<file path="config.mk">
export PLATFORM = sky130hd
export DESIGN_NAME = seg_edit_scroll
export DESIGN_NICKNAME = d
export VERILOG_FILES = /design/src/rtl/seg_pkg.sv /design/src/rtl/btn_debounce.sv /design/src/rtl/seg_edit_scroll.sv
export SDC_FILE = /design/constraint.sdc
export NUM_CORES = 1
export LEC_CHECK = 0
export ABC_AREA = 1
export CAP_MARGIN = 20
export CORE_ASPECT_RATIO = 1.2
export CORE_UTILIZATION = 45
export CTS_CLUSTER_SIZE = 12
export DETAILED_ROUTE_END_ITERATION = 8
export SYNTH_ARGS = -nofsm -noshare
export SYNTH_HDL_FRONTEND = slang
export SYNTH_SLANG_ARGS = --single-unit
</file>
<file path="constraint.sdc">
create_clock -name clk100mhz -period 10.6 [get_ports clk100mhz]
set_clock_uncertainty 0.15 [all_clocks]
set_input_delay 2.12 -clock clk100mhz [delete_from_list [all_inputs] [get_ports clk100mhz]]
set_output_delay 2.12 -clock clk100mhz [all_outputs]
set_load 0.05 [all_outputs]
</file>
<file path="src/rtl/seg_pkg.sv">
// Shared constants and the hex-to-7-segment decode for the digit editor.
package seg_pkg;

    localparam int unsigned SEG_DP_BIT = 7;
    localparam logic [7:0]  SEG_BLANK  = 8'hFF;

    // Active-low segment pattern with dp dark.
    function automatic logic [7:0] hex_to_seg(input logic [3:0] hex);
        logic [7:0] s;
        case (hex)
            4'h0: s = 8'hC0;
            4'h1: s = 8'hF9;
            4'h2: s = 8'hA4;
            4'h3: s = 8'hB0;
            4'h4: s = 8'h99;
            4'h5: s = 8'h92;
            4'h6: s = 8'h82;
            4'h7: s = 8'hF8;
            4'h8: s = 8'h80;
            4'h9: s = 8'h90;
            4'hA: s = 8'h88;
            4'hB: s = 8'h83;
            4'hC: s = 8'hC6;
            4'hD: s = 8'hA1;
            4'hE: s = 8'h86;
            4'hF: s = 8'h8E;
            default: s = SEG_BLANK;
        endcase
        return s;
    endfunction

endpackage

</file>
<file path="src/rtl/btn_debounce.sv">
// Raw button -> 2-flop synchroniser -> stable-count debouncer -> 1-cycle press pulse.
module btn_debounce #(
    parameter int unsigned DEB_CYCLES = 1_000_000
) (
    input  logic clk_i,
    input  logic rst_i,
    input  logic btn_i,
    output logic pulse_o
);

    localparam int unsigned CNT_W = $clog2(DEB_CYCLES);
    localparam logic [CNT_W-1:0] CNT_MAX = CNT_W'(DEB_CYCLES - 1);

    logic             sync1_q, sync2_q;
    logic             vld1_q, vld2_q;
    logic             lvl_q, lvl_d;
    logic             prev_q;
    logic             armed_q, armed_d;
    logic             pulse_q, pulse_d;
    logic [CNT_W-1:0] cnt_q, cnt_d;

    // Pulses stay disarmed until a genuine release is seen after reset,
    // so a button held through reset cannot fire.
    always_comb begin
        cnt_d   = '0;
        lvl_d   = lvl_q;
        if (sync2_q != lvl_q) begin
            if (cnt_q == CNT_MAX) begin
                lvl_d = sync2_q;
            end else begin
                cnt_d = cnt_q + CNT_W'(1);
            end
        end
        armed_d = armed_q | (vld2_q & ~sync2_q & ~lvl_q);
        pulse_d = armed_q & lvl_q & ~prev_q;
    end

    always_ff @(posedge clk_i or posedge rst_i) begin
        if (rst_i) begin
            sync1_q <= 1'b0;
            sync2_q <= 1'b0;
            vld1_q  <= 1'b0;
            vld2_q  <= 1'b0;
            lvl_q   <= 1'b0;
            prev_q  <= 1'b0;
            armed_q <= 1'b0;
            pulse_q <= 1'b0;
            cnt_q   <= '0;
        end else begin
            sync1_q <= btn_i;
            sync2_q <= sync1_q;
            vld1_q  <= 1'b1;
            vld2_q  <= vld1_q;
            lvl_q   <= lvl_d;
            prev_q  <= lvl_q;
            armed_q <= armed_d;
            pulse_q <= pulse_d;
            cnt_q   <= cnt_d;
        end
    end

    assign pulse_o = pulse_q;

endmodule

</file>
<file path="src/rtl/seg_edit_scroll.sv">
// N-digit hex editor/scroller driving a multiplexed active-low 7-segment display.
module seg_edit_scroll
    import seg_pkg::*;
#(
    parameter int unsigned DIGITS     = 4,
    parameter int unsigned DEB_CYCLES = 1_000_000,
    parameter int unsigned SCAN_DIV   = 100_000,
    parameter int unsigned SCROLL_DIV = 50_000_000
) (
    input  logic                       clk100mhz,
    input  logic                       clr,
    input  logic                       sw_add,
    input  logic                       sw_sub,
    input  logic                       sw_left,
    input  logic                       sw_right,
    input  logic                       enable,
    output logic [DIGITS-1:0]          pos,
    output logic [7:0]                 seg,
    output logic [$clog2(DIGITS)-1:0]  cursor
);

    localparam int unsigned CW       = $clog2(DIGITS);
    localparam int unsigned SCAN_W   = $clog2(SCAN_DIV + 1);
    localparam int unsigned SCROLL_W = $clog2(SCROLL_DIV);
    localparam logic [CW-1:0]       CUR_MAX    = CW'(DIGITS - 1);
    localparam logic [SCAN_W-1:0]   SCAN_MAX   = SCAN_W'(SCAN_DIV - 1);
    localparam logic [SCROLL_W-1:0] SCROLL_MAX = SCROLL_W'(SCROLL_DIV - 1);

    logic p_add, p_sub, p_left, p_right;
    logic en1_q, en2_q;

    logic [DIGITS-1:0][3:0] val_q, val_d;
    logic [CW-1:0]          cur_q, cur_d;
    logic [CW-1:0]          sidx_q, sidx_d;
    logic [SCAN_W-1:0]      scan_cnt_q, scan_cnt_d;
    logic [SCROLL_W-1:0]    scroll_cnt_q, scroll_cnt_d;
    logic [DIGITS-1:0]      pos_q, pos_d;
    logic [7:0]             seg_q, seg_d;

    btn_debounce #(.DEB_CYCLES(DEB_CYCLES)) u_deb_add (
        .clk_i(clk100mhz), .rst_i(clr), .btn_i(sw_add), .pulse_o(p_add));
    btn_debounce #(.DEB_CYCLES(DEB_CYCLES)) u_deb_sub (
        .clk_i(clk100mhz), .rst_i(clr), .btn_i(sw_sub), .pulse_o(p_sub));
    btn_debounce #(.DEB_CYCLES(DEB_CYCLES)) u_deb_left (
        .clk_i(clk100mhz), .rst_i(clr), .btn_i(sw_left), .pulse_o(p_left));
    btn_debounce #(.DEB_CYCLES(DEB_CYCLES)) u_deb_right (
        .clk_i(clk100mhz), .rst_i(clr), .btn_i(sw_right), .pulse_o(p_right));

    always_comb begin
        val_d        = val_q;
        cur_d        = cur_q;
        sidx_d       = sidx_q;
        scan_cnt_d   = scan_cnt_q + SCAN_W'(1);
        scroll_cnt_d = '0;

        if (scan_cnt_q == SCAN_MAX) begin
            scan_cnt_d = '0;
            sidx_d     = (sidx_q == CUR_MAX) ? '0 : sidx_q + CW'(1);
        end

        // Scroll mode rotates left and ignores buttons; edit mode applies pulses at the old cursor.
        if (en2_q) begin
            if (scroll_cnt_q == SCROLL_MAX) begin
                val_d = {val_q[DIGITS-2:0], val_q[DIGITS-1]};
            end else begin
                scroll_cnt_d = scroll_cnt_q + SCROLL_W'(1);
            end
        end else begin
            if (p_add && !p_sub) begin
                val_d[cur_q] = val_q[cur_q] + 4'd1;
            end else if (p_sub && !p_add) begin
                val_d[cur_q] = val_q[cur_q] - 4'd1;
            end
            if (p_left && !p_right) begin
                cur_d = (cur_q == CUR_MAX) ? '0 : cur_q + CW'(1);
            end else if (p_right && !p_left) begin
                cur_d = (cur_q == '0) ? CUR_MAX : cur_q - CW'(1);
            end
        end

        pos_d             = DIGITS'(1) << sidx_q;
        seg_d             = hex_to_seg(val_q[sidx_q]);
        seg_d[SEG_DP_BIT] = ~((sidx_q == cur_q) & ~en2_q);
    end

    always_ff @(posedge clk100mhz or posedge clr) begin
        if (clr) begin
            en1_q        <= 1'b0;
            en2_q        <= 1'b0;
            val_q        <= '0;
            cur_q        <= '0;
            sidx_q       <= '0;
            scan_cnt_q   <= '0;
            scroll_cnt_q <= '0;
            pos_q        <= DIGITS'(1);
            seg_q        <= 8'h40;
        end else begin
            en1_q        <= enable;
            en2_q        <= en1_q;
            val_q        <= val_d;
            cur_q        <= cur_d;
            sidx_q       <= sidx_d;
            scan_cnt_q   <= scan_cnt_d;
            scroll_cnt_q <= scroll_cnt_d;
            pos_q        <= pos_d;
            seg_q        <= seg_d;
        end
    end

    assign pos    = pos_q;
    assign seg    = seg_q;
    assign cursor = cur_q;

endmodule

</file>
==> impl_results.md, run 1 <==
* Leak pwr at 5.03 nW
* Worst R2R End: val_q[2]
* Total grt overflow at 0
* Routed wire per std cell at 12.5 µm
* Nets at 1,275
* IO Pins at 21
* Setup Fix Bufs, Post-CTS at 0
* Synth-to-layout area growth at 11.9%
* DRC viols at 0
* H-tree levels at 4
* Placed Instances at 1,495
* FF-to-FF Start: cursor[0]
* CTS Sinks at 183
* WP depth at 1
* CTS tree: done
* Worst Hold Path EP: u_deb_add.sync2_q
* Setup violators final at 0
* Core area at 21,000 µm²
* R2R Setup Slk at 8.10 ns
* Clk slew on worst S/H paths at 0.07 ns
* Cell internal pwr at 1.16 mW
* CTS Root Cell: clkbuf_16
* Commonest cells in the netlist: 237 x nand2_1, 204 x nor2_1, 181 x dfrtp_1, 181 x inv_1, 75 x nand3_1
* Sw power at 0.423 mW
* WP data required at 8.33 ns
* Pwr Density at 146 nW/µm²
* Longest Clk Path Bufs at 2
* Global Route Usage Sum at 18.9%
* Slowest stage delay, CP at 0.94 ns
* Setup crit end kind: output port
* Top-area cell type share of the netlist area at 47.0%
* Die area at 22,000 µm²
* Dominant synthesized flop cell: dfrtp_1
* CTS resizes at 0
* Met3 WL post-DR at 619 µm
* Seq/Total Area, Yosys at 47.5%
* Detail Route Antenna Nets at 0
* Async SR Flop Fraction at 100%
* Critical path type: reg2out
* Critical path startpoint category: flop
* Fmax at 237 MHz
* CP max FO at 14
* Layout cells sized above 1 at 6.28%
* DR iter-0 viols at 367
* CP top delay family: buffers and inverters
* Logic pwr share at 11.0%
* Ys Warns at 0
* Min cycle time layout at 4.22 ns
* Tot Pwr at 1.58 mW
* Cell count of the worst hold path at 0
* Reg2reg path depth at 13
* Vias post-DR at 7,538
* Final worst path period share at 39.9%
* #FFs+latches synth at 183
* Starting Density at 46.0%
* Worst Hold Launch: u_deb_add.sync1_q
* Placer Congestion at 0.888
* Final Max Tran Viols at 0
* Switching share of total power at 26.7%
* WL met1 at 9110 µm
* Cts bufs inserted at 17
* Setup_tns at 0 ns
* Worst hold slack at 0.207 ns
* Vias per cell at 4.93
* EDFF count, synth at 0
* DPL Wire Length at 13,600 µm
* Largest net degree at the start of global routing at 105
* Max layer used: met4
* Status: finished, final reports clean
* WL final at 19,000 µm
* Slew @ Worst Pin at 0.831 ns
* Syn_nets at 1,244
* Wire length on met2 at 8980 µm
* I/O Buffers at 20
* Initial antenna violation count at 0
* DIE HEIGHT at 162 µm
* Core Rows at 58
* Cell count after synthesis at 1,214
* Max IR drop VDD at 0.117 mV
* Drt pass-1 iters at 5
* Largest area contributor in the netlist: dfrtp_1
* Die X at 136 µm
* Hold Path Class: reg2reg
* Sequential power share at 47.0%
* Part of the power in the clock network at 42.1%
* WP buf/inv at 1
* Unrepaired setup endpoints after global routing: false
* Cell Chain, Critical Path: clkdlybuf4s50_1
* Main area contributors after synthesis: dfrtp_1 47%, nand2_1 9.2%, nor2_1 7.9%
* Cell variety after synth at 47
* Hold-fix buffers, CTS at 0
* Crit-path slowest cell: clkdlybuf4s50_1
* First-pass GRT wire length at 33,600 µm
* Max_cap viols at 0
* Fillcell total at 2,006
* # diodes at 0
* Hold Fails Final Rpt at 0
* Vias in the first global route at 7,394
* Worst skew pair latency at 0.43 ns
* Slew HR at 44.5%
* Most numerous cell in the Yosys netlist: nand2_1
* Cell Area, Synth at 9640 µm²
* Non-filler cells, final at 1,528
* Crit path DAT at 1.95 ns
* Syn avg cell area at 7.94 µm²
## cell type report
class	count	area [µm²]	area share, %
clock buffer	17	425	3.94
clock inverter	15	193	1.78
inverter	184	698	6.47
multi-input combinational	836	4320	40.0
sequential	183	4580	42.4
tap	270	338	3.13
timing repair buffer	23	243	2.25
## registers in the layout (all words and copies together), names as in the netlist, 2 cells and up
register	cells
pos	4
sidx_q	2
val_q	16
u_deb_left.cnt_q	20
u_deb_right.cnt_q	20
cursor	2
u_deb_add.cnt_q	20
seg	8
scan_cnt_q	17
scroll_cnt_q	26
u_deb_sub.cnt_q	20
## per-layer routing
| metal | global-route usage, % | up-vias |
|---|---|---|
| li1 | - | 3922 |
| met1 | 24.1 | 3474 |
| met2 | 32.2 | 120 |
| met3 | 3.52 | 22 |
| met4 | 5.92 | 0 |
| met5 | 0 | - |
## through the flow
step	setup WS [ns]	cell area [µm²]	util (%)
after floorplan	3.36	9640	-
after global placement	6.18	10200	48.4
after detailed placement	6.15	10200	48.4
after CTS	6.33	10800	51.3
after global routing	6.27	10800	51.5
final	6.38	10800	51.5
## logic make-up after synthesis
logic type / Yosys count / synth area share (%)
muxes: 1 / 0.117
and+or+nand+nor: 651 / 30.3
adders and majority gates: 23 / 2.98
other: 1 / 0.0389
AOI/OAI and AO/OA: 104 / 6.27
xor gates and xnor gates: 56 / 5.09
buffers and inverters: 195 / 7.72
DFF: 183 / 47.5
## power by group through the flow
stage / logic, mW / clock network [mW] / registers, mW
6_report: 0.173 / 0.665 / 0.743
5_1_grt: 0.197 / 0.711 / 0.745
4_1_cts: 0.175 / 0.684 / 0.743
3_5_place_dp: 0.174 / 0 / 0.756
3_3_place_gp: 0.172 / 0 / 0.756
2_1_floorplan: 0.0985 / 0 / 0.783
## worst max-delay path by stage
stage	startpoint	slack, ns	endpoint
final	cursor[0]	6.38	cursor[0]
after CTS	cursor[0]	6.33	cursor[0]
after global placement	clr	6.18	u_deb_right.cnt_q[3]
after global routing	cursor[0]	6.27	cursor[0]
after detailed placement	clr	6.15	u_deb_left.cnt_q[0]
after floorplan	clr	3.36	cursor[0]
## cells in the final DEF (no fill, tap or decap), drive strengths merged, types with 2 or more instances in the layout
master / count
dfstp: 2
clkdlybuf4s50: 20
bufinv: 3
o22ai: 8
nand3: 80
xor2: 40
a22oi: 3
xnor2: 16
ha: 23
dfrtp: 181
clkbuf: 17
clkinvlp: 3
nor2: 211
a21oi: 45
nor3: 56
inv: 189
a31oi: 5
a32oi: 2
buf: 3
o21ai: 34
nor4: 12
nor3b: 10
nand2: 247
o21bai: 2
clkinv: 4
nand4: 27
or2: 5
No activity file was read; power rests on OpenSTA's default activity.
==> run 2: changes to the inputs <==
clock period = 3.7 ns   (was 10.6 ns; I/O delays follow)
==> impl_results.md, run 2 (synthesis gave the netlist of run 1 again) <==
* Status: finished, final reports clean
* IO Pins at 21 (unchanged)
* Longest Clk Path Bufs at 2 (unchanged)
* Placer Congestion at 0.877 (-1.3%)
* WL final at 19,100 µm (+0.57%)
* CTS Root Cell: clkbuf_16
* Setup Fix Bufs, Post-CTS at 0 (unchanged)
* I/O Buffers at 20 (unchanged)
* Max_cap viols at 0 (unchanged)
* Drt pass-1 iters at 5 (unchanged)
* Core Util, Final at 51.4% (-0.11 points)
* Setup_tns at 0 ns (unchanged)
* Largest net degree at the start of global routing at 54 (-49%)
* Vias post-DR at 7,571 (+0.44%)
* Worst R2R End: val_q[2]
* Worst hold slack at 0.199 ns (-0.00840 ns)
* Slowest stage delay, CP at 0.94 ns (about the same)
* WP buf/inv at 1 (unchanged)
* Layout cells sized above 1 at 6.58% (+0.30 points)
* Vias in the first global route at 7,311 (-1.1%)
* FF-to-FF Start: cursor[0]
* Largest register FFs at 26 (unchanged)
* DIE HEIGHT at 162 µm (unchanged)
* Max IR drop VDD at 0.356 mV (+200%)
* Setup WS post-layout at 0.845 ns (-5.53 ns)
* Clk slew on worst S/H paths at 0.07 ns (about the same)
* Synth-to-layout area growth at 11.7%
* DR iter-0 viols at 332 (-9.5%)
* Total grt overflow at 0 (unchanged)
* CTS tree: done
* Sequential power share at 48.8% (+1.8 points)
* H-tree levels at 4 (unchanged)
* Crit path DAT at 1.97 ns (+0.02 ns)
* Commonest non-fill, non-tap cells in the layout: 237 x nand2_1, 204 x nor2_1, 181 x dfrtp_1
* CTS Sinks at 183 (unchanged)
* Tot Pwr at 4.36 mW (+180%)
* DRC viols at 0 (unchanged)
* Dpl cell area at 10,200 µm² (+0.58%)
* CTS resizes at 0 (unchanged)
* CP top delay family: buffers and inverters
* Vias per cell at 4.94 (+0.18%)
* Slew @ Worst Pin at 0.830 ns (-0.000825 ns)
* Commonest non-fill, non-tap cell in the layout: nand2_1
* Core area at 21,000 µm² (unchanged)
* Fmax at 350 MHz
* Hold Path Class: reg2reg
* Detail Route Antenna Nets at 0 (unchanged)
* Switching share of total power at 27.5% (+0.83 points)
* Worst Hold Path EP: u_deb_right.vld2_q
* Setup WS pre-CTS at 1.24 ns (-4.91 ns)
* Largest register by flop count: scroll_cnt_q
* Unrepaired setup endpoints after global routing: false
* WP depth at 1 (unchanged)
* Setup violators final at 0 (unchanged)
* Logic pwr share at 11.5% (+0.5 points)
* Pwr Density at 404 nW/µm² (+180%)
* Initial antenna violation count at 0 (unchanged)
* Final worst path period share at 77.2%
* Cts bufs inserted at 17 (unchanged)
* Nets at 1,279 (+0.31%)
* Worst Hold Launch: u_deb_right.vld1_q
* Hold-fix buffers, CTS at 0 (unchanged)
* Global Route Usage Sum at 19.1% (+0.21 points)
* Die area at 22,000 µm² (unchanged)
* Sw power at 1.20 mW (+180%)
* Slew HR at 44.5% (about the same)
* DPL Wire Length at 14,100 µm (+4.2%)
* Placed Instances at 1,500 (+0.33%)
* Setup crit end kind: output port
* # diodes at 0 (unchanged)
* Critical path type: reg2out
* Die X at 136 µm (unchanged)
* Leak pwr at 5.03 nW (about the same)
* Crit-path slowest cell: clkdlybuf4s50_1
* Cell internal pwr at 3.16 mW (+170%)
* Hold Fails Final Rpt at 0 (unchanged)
* Core Rows at 58 (unchanged)
* CP max FO at 14 (unchanged)
* Worst skew pair latency at 0.43 ns (about the same)
* R2R Setup Slk at 1.22 ns (-6.88 ns)
* Reg2reg path depth at 13 (unchanged)
* Design Area, Final at 10,800 µm² (-0.22%)
* Min cycle time layout at 2.86 ns
* Cell Chain, Critical Path: clkdlybuf4s50_1
* First-pass GRT wire length at 33,800 µm (+0.53%)
* Starting Density at 46.0% (unchanged)
* Critical path startpoint category: flop
* Part of the power in the clock network at 39.7% (-2.4 points)
* Non-filler cells, final at 1,532 (+0.26%)
* WP data required at 2.81 ns (-5.52 ns)
* Cell count of the worst hold path at 0 (unchanged)
* Routed wire per std cell at 12.5 µm (+0.30%)
* Final Max Tran Viols at 0 (unchanged)
## run 2: power groups by stage
stage	Clock [mW]	Sequential, mW	Combinational, mW
after global routing	1.86	2.14	0.564
final	1.73	2.13	0.499
after CTS	1.79	2.13	0.506
after global placement	0	2.16	0.502
after floorplan	0	2.24	0.283
after detailed placement	0	2.16	0.505
## run 2: worst max path at each step
stage | startpoint | end
4_1_cts | cursor[0] | cursor[0]
6_report | cursor[0] | cursor[0]
3_5_place_dp | cursor[0] | val_q[2]
3_3_place_gp | cursor[0] | val_q[2]
2_1_floorplan | clr | cursor[0]
5_1_grt | cursor[0] | cursor[0]
## run 2: area by class of cell
class / count / area, µm²
timing repair buffer: 27 / 278
fill: 2049 / 10200
sequential: 183 / 4580
tap: 270 / 338
inverter: 184 / 694
clock buffer: 19 / 453
clock inverter: 13 / 110
multi-input combinational: 836 / 4320
## run 2: layer usage
| metal | wire (µm) | global-route usage (%) | vias up |
|---|---|---|---|
| met5 | 0 | 0 | - |
| met1 | 9090 | 24.8 | 3514 |
| met4 | 283 | 6.08 | 0 |
| met2 | 9240 | 32.1 | 94 |
| met3 | 530 | 3.58 | 22 |
| li1 | - | - | 3941 |
